$ cat config.mk
export PLATFORM = sky130hd
export DESIGN_NAME = move_sequencer
export DESIGN_NICKNAME = d
export VERILOG_FILES = /design/src/rtl/move_sequencer.sv
export SDC_FILE = /design/constraint.sdc
export NUM_CORES = 1
export LEC_CHECK = 0
export BUFFER_PORTS_ARGS = -buffer_cell sky130_fd_sc_hd__buf_2
export CAP_MARGIN = 10
export CORE_ASPECT_RATIO = 0.7
export CORE_UTILIZATION = 57
export DETAILED_ROUTE_END_ITERATION = 16
export PLACE_DENSITY = 0.86
export SETUP_SLACK_MARGIN = 0.1
export SLEW_MARGIN = 25
export SYNTH_ARGS = -nofsm -noshare
export SYNTH_HDL_FRONTEND = slang
export SYNTH_SLANG_ARGS = --single-unit
$ cat constraint.sdc
create_clock -name clock -period 8.13 [get_ports clock]
set_input_delay 1.626 -clock clock [delete_from_list [all_inputs] [get_ports clock]]
set_output_delay 1.626 -clock clock [all_outputs]
set_load 0.05 [all_outputs]
$ cat src/rtl/move_sequencer.sv
// Move queue and issue sequencer between the solver and the stepper move executor.
// Optional MOVE_CANCEL_EN drops adjacent same-face opposite-direction move pairs before issue.
module move_sequencer #(
  parameter int DEPTH         = 16,
  parameter int SETTLE_CYCLES = 100000,
  parameter int ARM_TIMEOUT   = 16
) (
  input  logic                     clock,
  input  logic                     reset,
  input  logic [3:0]               in_move,
  input  logic                     in_valid,
  output logic                     in_ready,
  input  logic                     halt,
  output logic [3:0]               next_move,
  output logic                     move_start,
  input  logic                     move_done,
  output logic                     busy,
  output logic [$clog2(DEPTH):0]   queue_count,
  output logic [15:0]              moves_done,
  output logic                     bad_move
);

  localparam int AW       = $clog2(DEPTH);
  localparam int CW       = AW + 1;
  localparam int ARM_W    = (ARM_TIMEOUT > 1) ? $clog2(ARM_TIMEOUT) : 1;
  localparam int SET_W    = (SETTLE_CYCLES > 1) ? $clog2(SETTLE_CYCLES) : 1;
  localparam int ARM_LAST = (ARM_TIMEOUT > 0) ? ARM_TIMEOUT - 1 : 0;
  localparam int SET_LAST = (SETTLE_CYCLES > 0) ? SETTLE_CYCLES - 1 : 0;

  localparam logic [2:0] ST_IDLE   = 3'd0;
  localparam logic [2:0] ST_ISSUE  = 3'd1;
  localparam logic [2:0] ST_ARM    = 3'd2;
  localparam logic [2:0] ST_WAIT   = 3'd3;
  localparam logic [2:0] ST_SETTLE = 3'd4;

  logic [3:0]       mem_q [DEPTH];
  logic [AW-1:0]    wr_ptr_q, wr_ptr_d;
  logic [AW-1:0]    rd_ptr_q, rd_ptr_d;
  logic [CW-1:0]    count_q, count_d;
  logic             in_ready_q, in_ready_d;
  logic [2:0]       state_q, state_d;
  logic [3:0]       next_move_q, next_move_d;
  logic             move_start_q, move_start_d;
  logic [ARM_W-1:0] arm_cnt_q, arm_cnt_d;
  logic [SET_W-1:0] settle_cnt_q, settle_cnt_d;
  logic [15:0]      moves_done_q, moves_done_d;
  logic             bad_move_q, bad_move_d;

  logic             accept;
  logic             code_ok;
  logic             code_bad;
  logic             push;
  logic [1:0]       pop_n;
  logic [3:0]       head;
  logic             cancel;

  always_comb begin
    accept   = in_valid & in_ready_q;
    code_ok  = (in_move >= 4'd2) && (in_move <= 4'd13);
    code_bad = (in_move == 4'd0) || (in_move == 4'd1) || (in_move == 4'd14);
    push     = accept & code_ok;
    head     = mem_q[rd_ptr_q];
  end

`ifdef MOVE_CANCEL_EN
  logic [3:0] second;
  always_comb begin
    second = mem_q[rd_ptr_q + AW'(1)];
    cancel = (count_q >= CW'(2)) && (head[3:1] == second[3:1]) && (head[0] != second[0]);
  end
`else
  always_comb begin
    cancel = 1'b0;
  end
`endif

  // Cancellation wins over issue and ignores halt; the executor is never involved.
  always_comb begin
    state_d      = state_q;
    next_move_d  = next_move_q;
    arm_cnt_d    = arm_cnt_q;
    settle_cnt_d = settle_cnt_q;
    moves_done_d = moves_done_q;
    pop_n        = 2'd0;
    case (state_q)
      ST_IDLE: begin
        if (cancel) begin
          pop_n = 2'd2;
        end else if ((count_q != '0) && !halt && move_done) begin
          pop_n       = 2'd1;
          next_move_d = head;
          state_d     = ST_ISSUE;
        end
      end
      ST_ISSUE: begin
        state_d   = ST_ARM;
        arm_cnt_d = '0;
      end
      ST_ARM: begin
        if (!move_done) begin
          state_d = ST_WAIT;
        end else if (arm_cnt_q == ARM_W'(ARM_LAST)) begin
          state_d      = ST_SETTLE;
          settle_cnt_d = '0;
        end else begin
          arm_cnt_d = arm_cnt_q + ARM_W'(1);
        end
      end
      ST_WAIT: begin
        if (move_done) begin
          moves_done_d = moves_done_q + 16'd1;
          state_d      = ST_SETTLE;
          settle_cnt_d = '0;
        end
      end
      ST_SETTLE: begin
        if (settle_cnt_q == SET_W'(SET_LAST)) begin
          state_d = ST_IDLE;
        end else begin
          settle_cnt_d = settle_cnt_q + SET_W'(1);
        end
      end
      default: state_d = ST_IDLE;
    endcase
  end

  always_comb begin
    wr_ptr_d     = wr_ptr_q + (push ? AW'(1) : AW'(0));
    rd_ptr_d     = rd_ptr_q + AW'(pop_n);
    count_d      = count_q + CW'(push) - CW'(pop_n);
    in_ready_d   = (count_d != CW'(DEPTH));
    move_start_d = (state_d == ST_ISSUE);
    bad_move_d   = bad_move_q | (accept & code_bad);
  end

  always_ff @(posedge clock) begin
    if (reset) begin
      wr_ptr_q     <= '0;
      rd_ptr_q     <= '0;
      count_q      <= '0;
      in_ready_q   <= 1'b0;
      state_q      <= ST_IDLE;
      next_move_q  <= 4'hF;
      move_start_q <= 1'b0;
      arm_cnt_q    <= '0;
      settle_cnt_q <= '0;
      moves_done_q <= '0;
      bad_move_q   <= 1'b0;
    end else begin
      wr_ptr_q     <= wr_ptr_d;
      rd_ptr_q     <= rd_ptr_d;
      count_q      <= count_d;
      in_ready_q   <= in_ready_d;
      state_q      <= state_d;
      next_move_q  <= next_move_d;
      move_start_q <= move_start_d;
      arm_cnt_q    <= arm_cnt_d;
      settle_cnt_q <= settle_cnt_d;
      moves_done_q <= moves_done_d;
      bad_move_q   <= bad_move_d;
    end
  end

  // Storage needs no reset: entries are only read while the count says they are valid.
  always_ff @(posedge clock) begin
    if (push) begin
      mem_q[wr_ptr_q] <= in_move;
    end
  end

  assign in_ready    = in_ready_q;
  assign next_move   = next_move_q;
  assign move_start  = move_start_q;
  assign busy        = (state_q != ST_IDLE);
  assign queue_count = count_q;
  assign moves_done  = moves_done_q;
  assign bad_move    = bad_move_q;

endmodule

==> flow_summary.json, run 1 <==
{
  "cts_setup_buffers": 0,
  "skew_ns": 0.00908,
  "clock_path_buffers": 2,
  "path_common_cell": "nand2_1",
  "via_count": 3785,
  "yosys.area_share.xor_xnor": 0.0291,
  "crit_slowest_cell": "or4b_1",
  "status": "finished, final reports clean",
  "syn_area_sq_um": 5410,
  "wl_per_cell_microns": 19.3,
  "ys_seq_elements": 124,
  "synth_top_family_by_area": "simple AND/OR/NAND/NOR gates",
  "maxSlewViolCount": 0,
  "start_util": 0.592,
  "synthAdderAreaFrac": 0.0291,
  "grt_first_pass_wirelength_mm": 19.5,
  "antenna_left": 0,
  "fmax_mhz": 265,
  "grt_use_total": 0.264,
  "area_growth_pct": 15.9,
  "avgViaCountPerCell": 6.12,
  "tightestPinTransition_ns": 0.898,
  "setup.worst_path.start_class": "input pin",
  "synth_nets": 469,
  "setup_viol": 0,
  "port_buffers": 37,
  "p_sw_w": 0.000498,
  "criticalPathCategory": "input pin to flip-flop",
  "min_path_type": "flip-flop to flip-flop",
  "fillers": 633,
  "core-area_sq_um": 9140,
  "fin_crit_sh": 0.465,
  "multiInputGateArea_sq_um": 2160,
  "crit_chain": "buf_2 -> or4b_1 -> nand2_1 -> nand2_1 -> ha_1 -> fa_1 -> a21oi_1 -> o21bai_1 -> xnor2_1 -> a41oi_1",
  "path_max_fanout": 15,
  "synthFlopType": "edfxtp_1",
  "async_flop_share": 0,
  "antenna_found_initial": 0,
  "synth-seq-area-share": 0.577,
  "synth_edf_count": 64,
  "clockPowerShare": 0.426,
  "peakVddDrop_mv": 0.289,
  "synth_compound_area_frac": 0.0633,
  "die_w_microns": 118,
  "grt_overflow": 0,
  "maxCapViolCount": 0,
  "p_leak_nw": 2.21,
  "synth_cells": 448,
  "die_h_microns": 83.5,
  "seq_power_share": 0.410,
  "finalCriticalPeriod_ns": 3.78,
  "diodes": 0,
  "hold_viol_final": 0,
  "finalWirelength_mm": 11.9,
  "clkLatencyLatePin_ns": 0.42,
  "cts_buffers": 17,
  "place.gp.congestion": 0.929,
  "dp_hpwl_mm": 7.50,
  "drive_gt1_frac": 0.198,
  "final_util": 0.686,
  "num_rows": 29,
  "synth_warnings": 0,
  "tns_ns": 0,
  "drc": 0,
  "first_iter_violations": 579,
  "power_density_nw_per_um2": 280,
  "first_pass_iters": 6,
  "dieArea_sq_um": 9900,
  "grt_pass1_vias": 3703,
  "combPwrFrac": 0.164,
  "ctsResizeCount": 0,
  "synth.distinct_cells": 54,
  "nNetsFinal": 502,
  "relSlewSlack": 0.400,
  "worstPathArrival_ns": 4.02,
  "required_ns": 8.38,
  "clock_sinks": 124,
  "grt_max_degree": 49,
  "ios": 38,
  "slowest_delay_ns": 0.80,
  "muxShareOfSynthArea": 0.104,
  "cellInternalPower_w": 0.00126,
  "clk_pin_slew_ns": 0.05,
  "synthSimpleGateAreaFrac": 0.172,
  "endpoint_kind": "flip-flop",
  "p_total_w": 0.00175,
  "cts_tree": "done",
  "holdBufCountCts": 0,
  "root_buffer": "clkbuf_16",
  "h-tree-depth": 4,
  "rsz0062_at_grt": "false",
  "regArea_sq_um": 3120,
  "avgSynthCellArea_sq_um": 12.1,
  "p_sw_frac": 0.284
}
[cell usage after synthesis (all sizes together) (11+ instances only)]
cell type | instances | area, sq um
dfxtp | 60 | 1200
o21ai | 12 | 60.1
nand2b | 11 | 68.8
ha | 11 | 138
clkbuf | 17 | 63.8
edfxtp | 64 | 1920
nor2 | 38 | 143
nand3 | 13 | 65.1
nand2 | 33 | 124
inv | 11 | 41.3
a21oi | 22 | 110
mux4 | 18 | 405
mux2i | 11 | 110
[through the flow]
stage	hold WS, ns	cells	setup slack, ns	area [sq um]
global placement	0.450	586	4.14	5660
detailed placement	0.458	586	3.99	5660
global route	0.500	618	4.19	6270
floorplan	0.443	448	4.32	5410
CTS	0.479	618	4.37	6260
finish	0.473	618	4.35	6270
[worst paths after layout]
path	startpoint	end	slack [ns]	cells past startpoint
max	halt	in_ready	4.35	10
min	settle_cnt_q[16]	settle_cnt_q[16]	0.47	2
max reg2reg	state_q[2]	in_ready	4.88	10
min reg2reg	settle_cnt_q[16]	settle_cnt_q[16]	0.47	2
[cell families (layout without fill, tap and decap cells)]
| logic type | count (synthesis) | after routing |
|---|---|---|
| mux | 33 | 33 |
| compound gates | 57 | 57 |
| fa+ha+maj | 12 | 12 |
| simple gates | 170 | 170 |
| xor+xnor | 18 | 18 |
| flops | 124 | 124 |
| buf+inv | 34 | 80 |
[state kept, by name, summed over array words and instances, names as in the netlist]
name / flops
move_start: 1
state_q: 3
bad_move: 1
rd_ptr_q: 4
in_ready: 1
mem_q: 64
wr_ptr_q: 4
moves_done: 16
queue_count: 5
next_move: 4
settle_cnt_q: 17
arm_cnt_q: 4
[worst max-delay path: cells and delay by family]
family,cells,cell delay [ns]
AND/OR/NAND/NOR,3,1.04
adder cells (fa/ha/maj),2,0.65
AO/OA/AOI/OAI,3,0.39
XOR/XNOR,1,0.21
buffers and inverters,1,0.10
[layer usage]
metal / vias up / wire length [microns] / share of wire / track usage
li1: 1733 / - / - / -
met4: 0 / 303 / 0.025 / 0.110
met5: - / 0 / 0 / 0
met1: 1834 / 5070 / 0.42 / 0.346
met3: 34 / 858 / 0.072 / 0.0813
met2: 184 / 5710 / 0.48 / 0.412
[power by group through the flow]
stage / sequential, W / clock [W] / combinational, W
after global placement: 0.000727 / 0 / 0.000262
after global routing: 0.000723 / 0.000779 / 0.000313
after floorplan: 0.000777 / 0 / 0.000161
final: 0.000719 / 0.000747 / 0.000288
after CTS: 0.000718 / 0.000752 / 0.000287
after detailed placement: 0.000728 / 0 / 0.000278
[cell usage in the layout (no fill, tap or decap), drive strengths merged, types with 10 or more instances in the layout]
| master | n |
|---|---|
| a21oi | 22 |
| buf | 37 |
| clkbuf | 23 |
| dfxtp | 60 |
| edfxtp | 64 |
| ha | 11 |
| inv | 13 |
| mux2i | 11 |
| mux4 | 18 |
| nand2 | 33 |
| nand2b | 11 |
| nand3 | 13 |
| nor2 | 38 |
| o21ai | 12 |
| or3 | 10 |
| xnor2 | 10 |
[final cells by class]
cell class,count,area share
Sequential cell,124,0.498
Inverter,11,0.00658
Timing Repair Buffer,37,0.0295
Tap cell,124,0.0247
Multi-Input combinational cell,290,0.345
Clock buffer,23,0.0851
Clock inverter,9,0.0114
Note: power is estimated with default switching activity, not from simulation.
==> inputs of run 2 (changes only) <==
- CORE_UTILIZATION: 57 -> 54
- PLACE_DENSITY: 0.86 -> 0.85
- clock period: 8.13 -> 3.45 ns (I/O delays scaled with it)
==> run 2 against run 1 <==
  * Hold slack better by 0.0019 ns
  * Register-to-register slack worse by 4.4 ns
  * Non-clock buffer count rose by 5
  * Routed wire length increased by 7.0%
  * Via count is 4.8% higher
  * Utilization fell by 3.9 points
  * Clock power increased by 140%
  * Highest routed layer unchanged
  * Count of clock-buffer cells in the layout decreased by 2
==> flow_summary.json, run 2 (synthesis gave the netlist of run 1 again) <==
{
  "nNetsFinal": 507,
  "min_to": "settle_cnt_q[16]",
  "rsz0062_at_grt": "false",
  "path_max_fanout": 10,
  "p_total_w": 0.00417,
  "area_growth_pct": 16.3,
  "dp_hpwl_mm": 7.53,
  "maxCapViolCount": 0,
  "tns_ns": 0,
  "path_common_cell": "nand2_1",
  "required_ns": 3.69,
  "endpoint_kind": "flip-flop",
  "cts_buffers": 17,
  "r2r_slack_ns": 0.50,
  "skew_ns": 0.00919,
  "placed_area_sq_um": 5700,
  "via_count": 3966,
  "grt_use_total": 0.260,
  "maxSlewViolCount": 0,
  "wl_per_cell_microns": 20.4,
  "num_rows": 30,
  "slowest_delay_ns": 0.58,
  "root_buffer": "clkbuf_16",
  "fin_crit_sh": 0.856,
  "fillers": 649,
  "tightestPinTransition_ns": 0.945,
  "hold_viol_final": 0,
  "hold_depth": 2,
  "drc": 0,
  "drive_gt1_frac": 0.200,
  "setup_viol": 0,
  "largest-register": "mem_q",
  "place_inst": 595,
  "grt_first_pass_wirelength_mm": 19.8,
  "place.gp.congestion": 0.836,
  "die_h_microns": 85.8,
  "grt_overflow": 0,
  "cts_tree": "done",
  "finalCriticalPeriod_ns": 2.95,
  "peakVddDrop_mv": 0.622,
  "die_w_microns": 122,
  "worstPathArrival_ns": 3.20,
  "grt_max_degree": 49,
  "cts_setup_buffers": 0,
  "port_buffers": 37,
  "start_util": 0.557,
  "ff2ff_path_depth": 10,
  "crit_chain": "or3_4 -> or4b_1 -> nand2_1 -> nand2_1 -> ha_1 -> fa_1 -> a21oi_1 -> o21bai_1 -> xnor2_1 -> a41oi_1",
  "clock_path_buffers": 2,
  "first_pass_iters": 5,
  "dieArea_sq_um": 10400,
  "fmax_mhz": 339,
  "antenna_left": 0,
  "clk_pin_slew_ns": 0.06,
  "core-area_sq_um": 9720,
  "p_leak_nw": 2.21,
  "min_path_type": "flip-flop to flip-flop",
  "clock_sinks": 124,
  "status": "finished, final reports clean",
  "r2r-start": "state_q[2]",
  "final_cells": 627,
  "relSlewSlack": 0.365,
  "clkLatencyLatePin_ns": 0.41,
  "ctsResizeCount": 0,
  "reg2reg_to": "in_ready",
  "mostFrequentLayoutCell": "edfxtp_1",
  "largest_register_ffs": 64,
  "first_iter_violations": 419,
  "avgViaCountPerCell": 6.33,
  "power_density_nw_per_um2": 663,
  "diodes": 0,
  "h-tree-depth": 4,
  "grt_pass1_vias": 3812,
  "min_from": "settle_cnt_q[16]",
  "setup.worst_path.start_class": "flip-flop",
  "criticalPathCategory": "flip-flop to flip-flop",
  "finalWirelength_mm": 12.8,
  "ios": 38,
  "fin_area_sq_um": 6300,
  "final_cell_mix": "64 x edfxtp_1, 60 x dfxtp_1, 38 x nor2_1",
  "holdBufCountCts": 0,
  "crit_slowest_cell": "or4b_1",
  "antenna_found_initial": 0
}
[run 2: changes by cell type in the layout (fill, tap and decap cells not counted), sizes merged]
cell / change
inv: -2
buf: +5
clkbuf: -2
clkinvlp: +1
bufinv: +3
[run 2: how the worst max path moves through the flow]
stage / from / to / slack [ns]
floorplan: queue_count[2] / in_ready / 0.19
global placement: in_move[2] / in_ready / 0.47
detailed placement: in_move[2] / in_ready / 0.33
CTS: queue_count[3] / in_ready / 0.54
global route: queue_count[3] / in_ready / 0.36
finish: state_q[2] / in_ready / 0.50
[run 2: cell type report]
| class | instances | area, sq um | share of cell area |
|---|---|---|---|
| sequential | 124 | 3120 | 0.496 |
| clock inverter | 11 | 144 | 0.0229 |
| tap | 128 | 160 | 0.0254 |
| timing repair buffer | 42 | 223 | 0.0354 |
| multi-input combinational | 290 | 2150 | 0.342 |
| clock buffer | 21 | 450 | 0.0715 |
| inverter | 11 | 41.3 | 0.00656 |
[run 2: per-layer routing]
layer | up-vias | routed length [microns] | GRT usage
met5 | - | 0 | 0
met4 | 0 | 604 | 0.163
met3 | 49 | 1070 | 0.0585
met2 | 253 | 6060 | 0.410
met1 | 1915 | 5040 | 0.327
li1 | 1749 | - | -
[run 2: through the flow]
step	util	hold slack (ns)	setup slack [ns]
3_3_place_gp	0.586	0.451	0.466
6_report	0.648	0.475	0.498
4_1_cts	0.648	0.473	0.535
5_1_grt	0.648	0.504	0.361
2_1_floorplan	-	0.443	0.188
3_5_place_dp	0.586	0.467	0.330
[run 2: where the power goes]
group          internal [W]  leakage [nW]  switching, W  total, W
Clock               0.00115         0.291      0.000630   0.00178
Combinational      0.000249         0.857      0.000456  0.000704
Sequential          0.00162          1.06     0.0000675   0.00169
Total               0.00302          2.21       0.00115   0.00417
[run 2: critical path: cells and delay by family (launching register included)]
family / cells / cell delay (ns)
AOI/OAI and AO/OA: 3 / 0.37
xor gates and xnor gates: 1 / 0.20
adders and majority gates: 2 / 0.62
DFF: 1 / 0.41
and+or+nand+nor: 4 / 1.19
==> inputs of run 3 (changes only) <==
- ABC_AREA: not set -> 1
- CORE_UTILIZATION: 54 -> 55
- PLACE_DENSITY: 0.85 -> 0.86
==> run 3 against run 2 <==
  * Routed wire length is 6.3% higher
  * Synthesized cell count is 55% higher
  * Sequential cell count stayed put
  * Clock skew is 0.0035 ns lower
  * Largest power group unchanged
  * Worst setup slack better by 0.18 ns
==> flow_summary.json, run 3 <==
{
  "synth_top_family_by_area": "simple AND/OR/NAND/NOR gates",
  "ys_seq_elements": 124,
  "crit_family": "adder cells",
  "port_buffers": 37,
  "core-area_sq_um": 10400,
  "grt_pass1_vias": 4538,
  "maxSlewViolCount": 0,
  "cts_tree": "done",
  "slowest_delay_ns": 0.42,
  "r2r-start": "queue_count[2]",
  "relSlewSlack": 0.355,
  "grt_overflow": 0,
  "mostFrequentLayoutCell": "nand2_1",
  "grt_use_total": 0.259,
  "diodes": 0,
  "path_max_fanout": 9,
  "first_pass_iters": 7,
  "ios": 38,
  "finalCriticalPeriod_ns": 2.77,
  "cts_setup_buffers": 0,
  "synthTopCellsByArea": "edfxtp_1 32%, dfxtp_1 20%, nand2_1 9.4%",
  "fin_area_sq_um": 6830,
  "grt_first_pass_wirelength_mm": 22.0,
  "area_growth_pct": 15.1,
  "maxCapViolCount": 0,
  "worstPathArrival_ns": 3.04,
  "placed_area_sq_um": 6210,
  "endpoint_kind": "flip-flop",
  "synth_warnings": 0,
  "min_path_type": "flip-flop to flip-flop",
  "via_count": 4965,
  "clkLatencyLatePin_ns": 0.41,
  "critPathBufInv": 2,
  "antenna_left": 0,
  "avgSynthCellArea_sq_um": 8.57,
  "largest_register_ffs": 64,
  "muxShareOfSynthArea": 0,
  "nNetsFinal": 756,
  "required_ns": 3.72,
  "avgViaCountPerCell": 5.64,
  "first_iter_violations": 416,
  "largest-register": "mem_q",
  "rsz0062_at_grt": "false",
  "synthFlopType": "edfxtp_1",
  "synth_area_leader_cell": "edfxtp_1",
  "status": "finished, final reports clean",
  "place.gp.congestion": 0.980,
  "reg2reg_to": "in_ready",
  "setup.worst_path.start_class": "flip-flop",
  "ctsResizeCount": 0,
  "ff2ff_path_depth": 13,
  "antenna_found_initial": 0,
  "power_density_nw_per_um2": 685,
  "root_buffer": "clkbuf_16",
  "die_w_microns": 126,
  "hold_viol_final": 0,
  "setup_viol": 0,
  "wl_per_cell_microns": 15.4,
  "finalWirelength_mm": 13.6,
  "synth.most_common_cell": "nand2_1",
  "synth_nets": 714,
  "die_h_microns": 88.9,
  "min_from": "next_move[2]",
  "synth_edf_count": 64,
  "synth_cells": 693,
  "fin_crit_sh": 0.803,
  "start_util": 0.569,
  "synthAdderAreaFrac": 0.0266,
  "peakVddDrop_mv": 0.458,
  "fmax_mhz": 361,
  "skew_ns": 0.00567,
  "tightestPinTransition_ns": 0.961,
  "hold_depth": 2,
  "synth-seq-area-share": 0.526,
  "yosys.area_share.xor_xnor": 0.0148,
  "crit_slowest_cell": "fa_1",
  "drive_gt1_frac": 0.152,
  "criticalPathCategory": "flip-flop to flip-flop",
  "drc": 0,
  "async_flop_share": 0,
  "min_to": "next_move[2]",
  "p_leak_nw": 2.64,
  "dieArea_sq_um": 11200,
  "ys_top_cells_by_count": "149 x nand2_1, 124 x nor2_1, 64 x edfxtp_1",
  "r2r_slack_ns": 0.68,
  "final_cell_mix": "149 x nand2_1, 124 x nor2_1, 64 x edfxtp_1",
  "syn_area_sq_um": 5940,
  "holdBufCountCts": 0,
  "h-tree-depth": 4,
  "cts_buffers": 17,
  "crit_chain": "inv_1 -> ha_1 -> nand3_1 -> nand2_2 -> inv_1 -> o21ai_0 -> nand2_1 -> ha_1 -> fa_1 -> xnor2_1 -> nand3_1 -> nor2_1 -> a21oi_1",
  "synthSimpleGateAreaFrac": 0.302,
  "synth.distinct_cells": 41,
  "clk_pin_slew_ns": 0.06,
  "clock_path_buffers": 2,
  "clock_sinks": 124,
  "num_rows": 31,
  "dp_hpwl_mm": 9.21,
  "grt_max_degree": 42,
  "tns_ns": 0,
  "holdWs_ns": 0.504,
  "synth_compound_area_frac": 0.0767,
  "synth.top_cell.area_share": 0.324
}
run 3: cell types whose count changed after synthesis, moves of 11 or more:
cell      delta
mux2i_1     -11
nand2_2     +13
nand2_1    +116
nor2_1      +86
inv_1       +45
o21ai_0     +25
nand2b_1    -11
nand3_1     +48
mux4_2      -18
run 3: cell type report:
cell class,count,area (sq um)
clock buffer,24,494
clock inverter,8,128
fill,783,3600
inverter,59,221
multi-input combinational,493,2490
sequential,124,3120
tap,132,165
timing repair buffer,40,208
run 3: logic make-up after synthesis:
family	Yosys count
DFF	124
and+or+nand+nor	391
buffers and inverters	76
xor gates and xnor gates	10
adders and majority gates	12
AOI/OAI and AO/OA	80
run 3: layer usage:
metal  global-route usage  part of all wire
met1                0.354              0.44
met2                0.401              0.46
met3               0.0622             0.081
met4                0.107             0.020
met5                    0                 0
run 3: stage by stage:
| stage | total power (W) | cells | utilization | setup WS (ns) |
|---|---|---|---|---|
| global route | 0.00487 | 880 | 0.655 | 0.471 |
| global placement | 0.00278 | 848 | 0.595 | 0.485 |
| finish | 0.00468 | 880 | 0.655 | 0.680 |
| floorplan | 0.00260 | 693 | - | 0.759 |
| CTS | 0.00468 | 880 | 0.655 | 0.714 |
| detailed placement | 0.00282 | 848 | 0.595 | 0.389 |
run 3: power breakdown:
group / switching [W] / leakage [nW] / internal (W) / total, W
Clock: 0.000637 / 0.297 / 0.00123 / 0.00186
Combinational: 0.000802 / 1.28 / 0.000296 / 0.00110
Sequential: 0.0000781 / 1.06 / 0.00164 / 0.00172
Total: 0.00152 / 2.63 / 0.00316 / 0.00468
run 3: worst min-delay path: stages, from the launching register on:
cell and delay [ns]:
dfxtp_1 0.34, a21oi_1 0.07, nand2_1 0.06
run 3: worst max-delay path by stage:
| stage | start | end | cells past startpoint |
|---|---|---|---|
| after floorplan | state_q[0] | in_ready | 15 |
| after global placement | in_move[2] | in_ready | 14 |
| after detailed placement | in_move[2] | in_ready | 12 |
| after CTS | queue_count[3] | in_ready | 13 |
| after global routing | queue_count[2] | in_ready | 15 |
| final | queue_count[2] | in_ready | 13 |
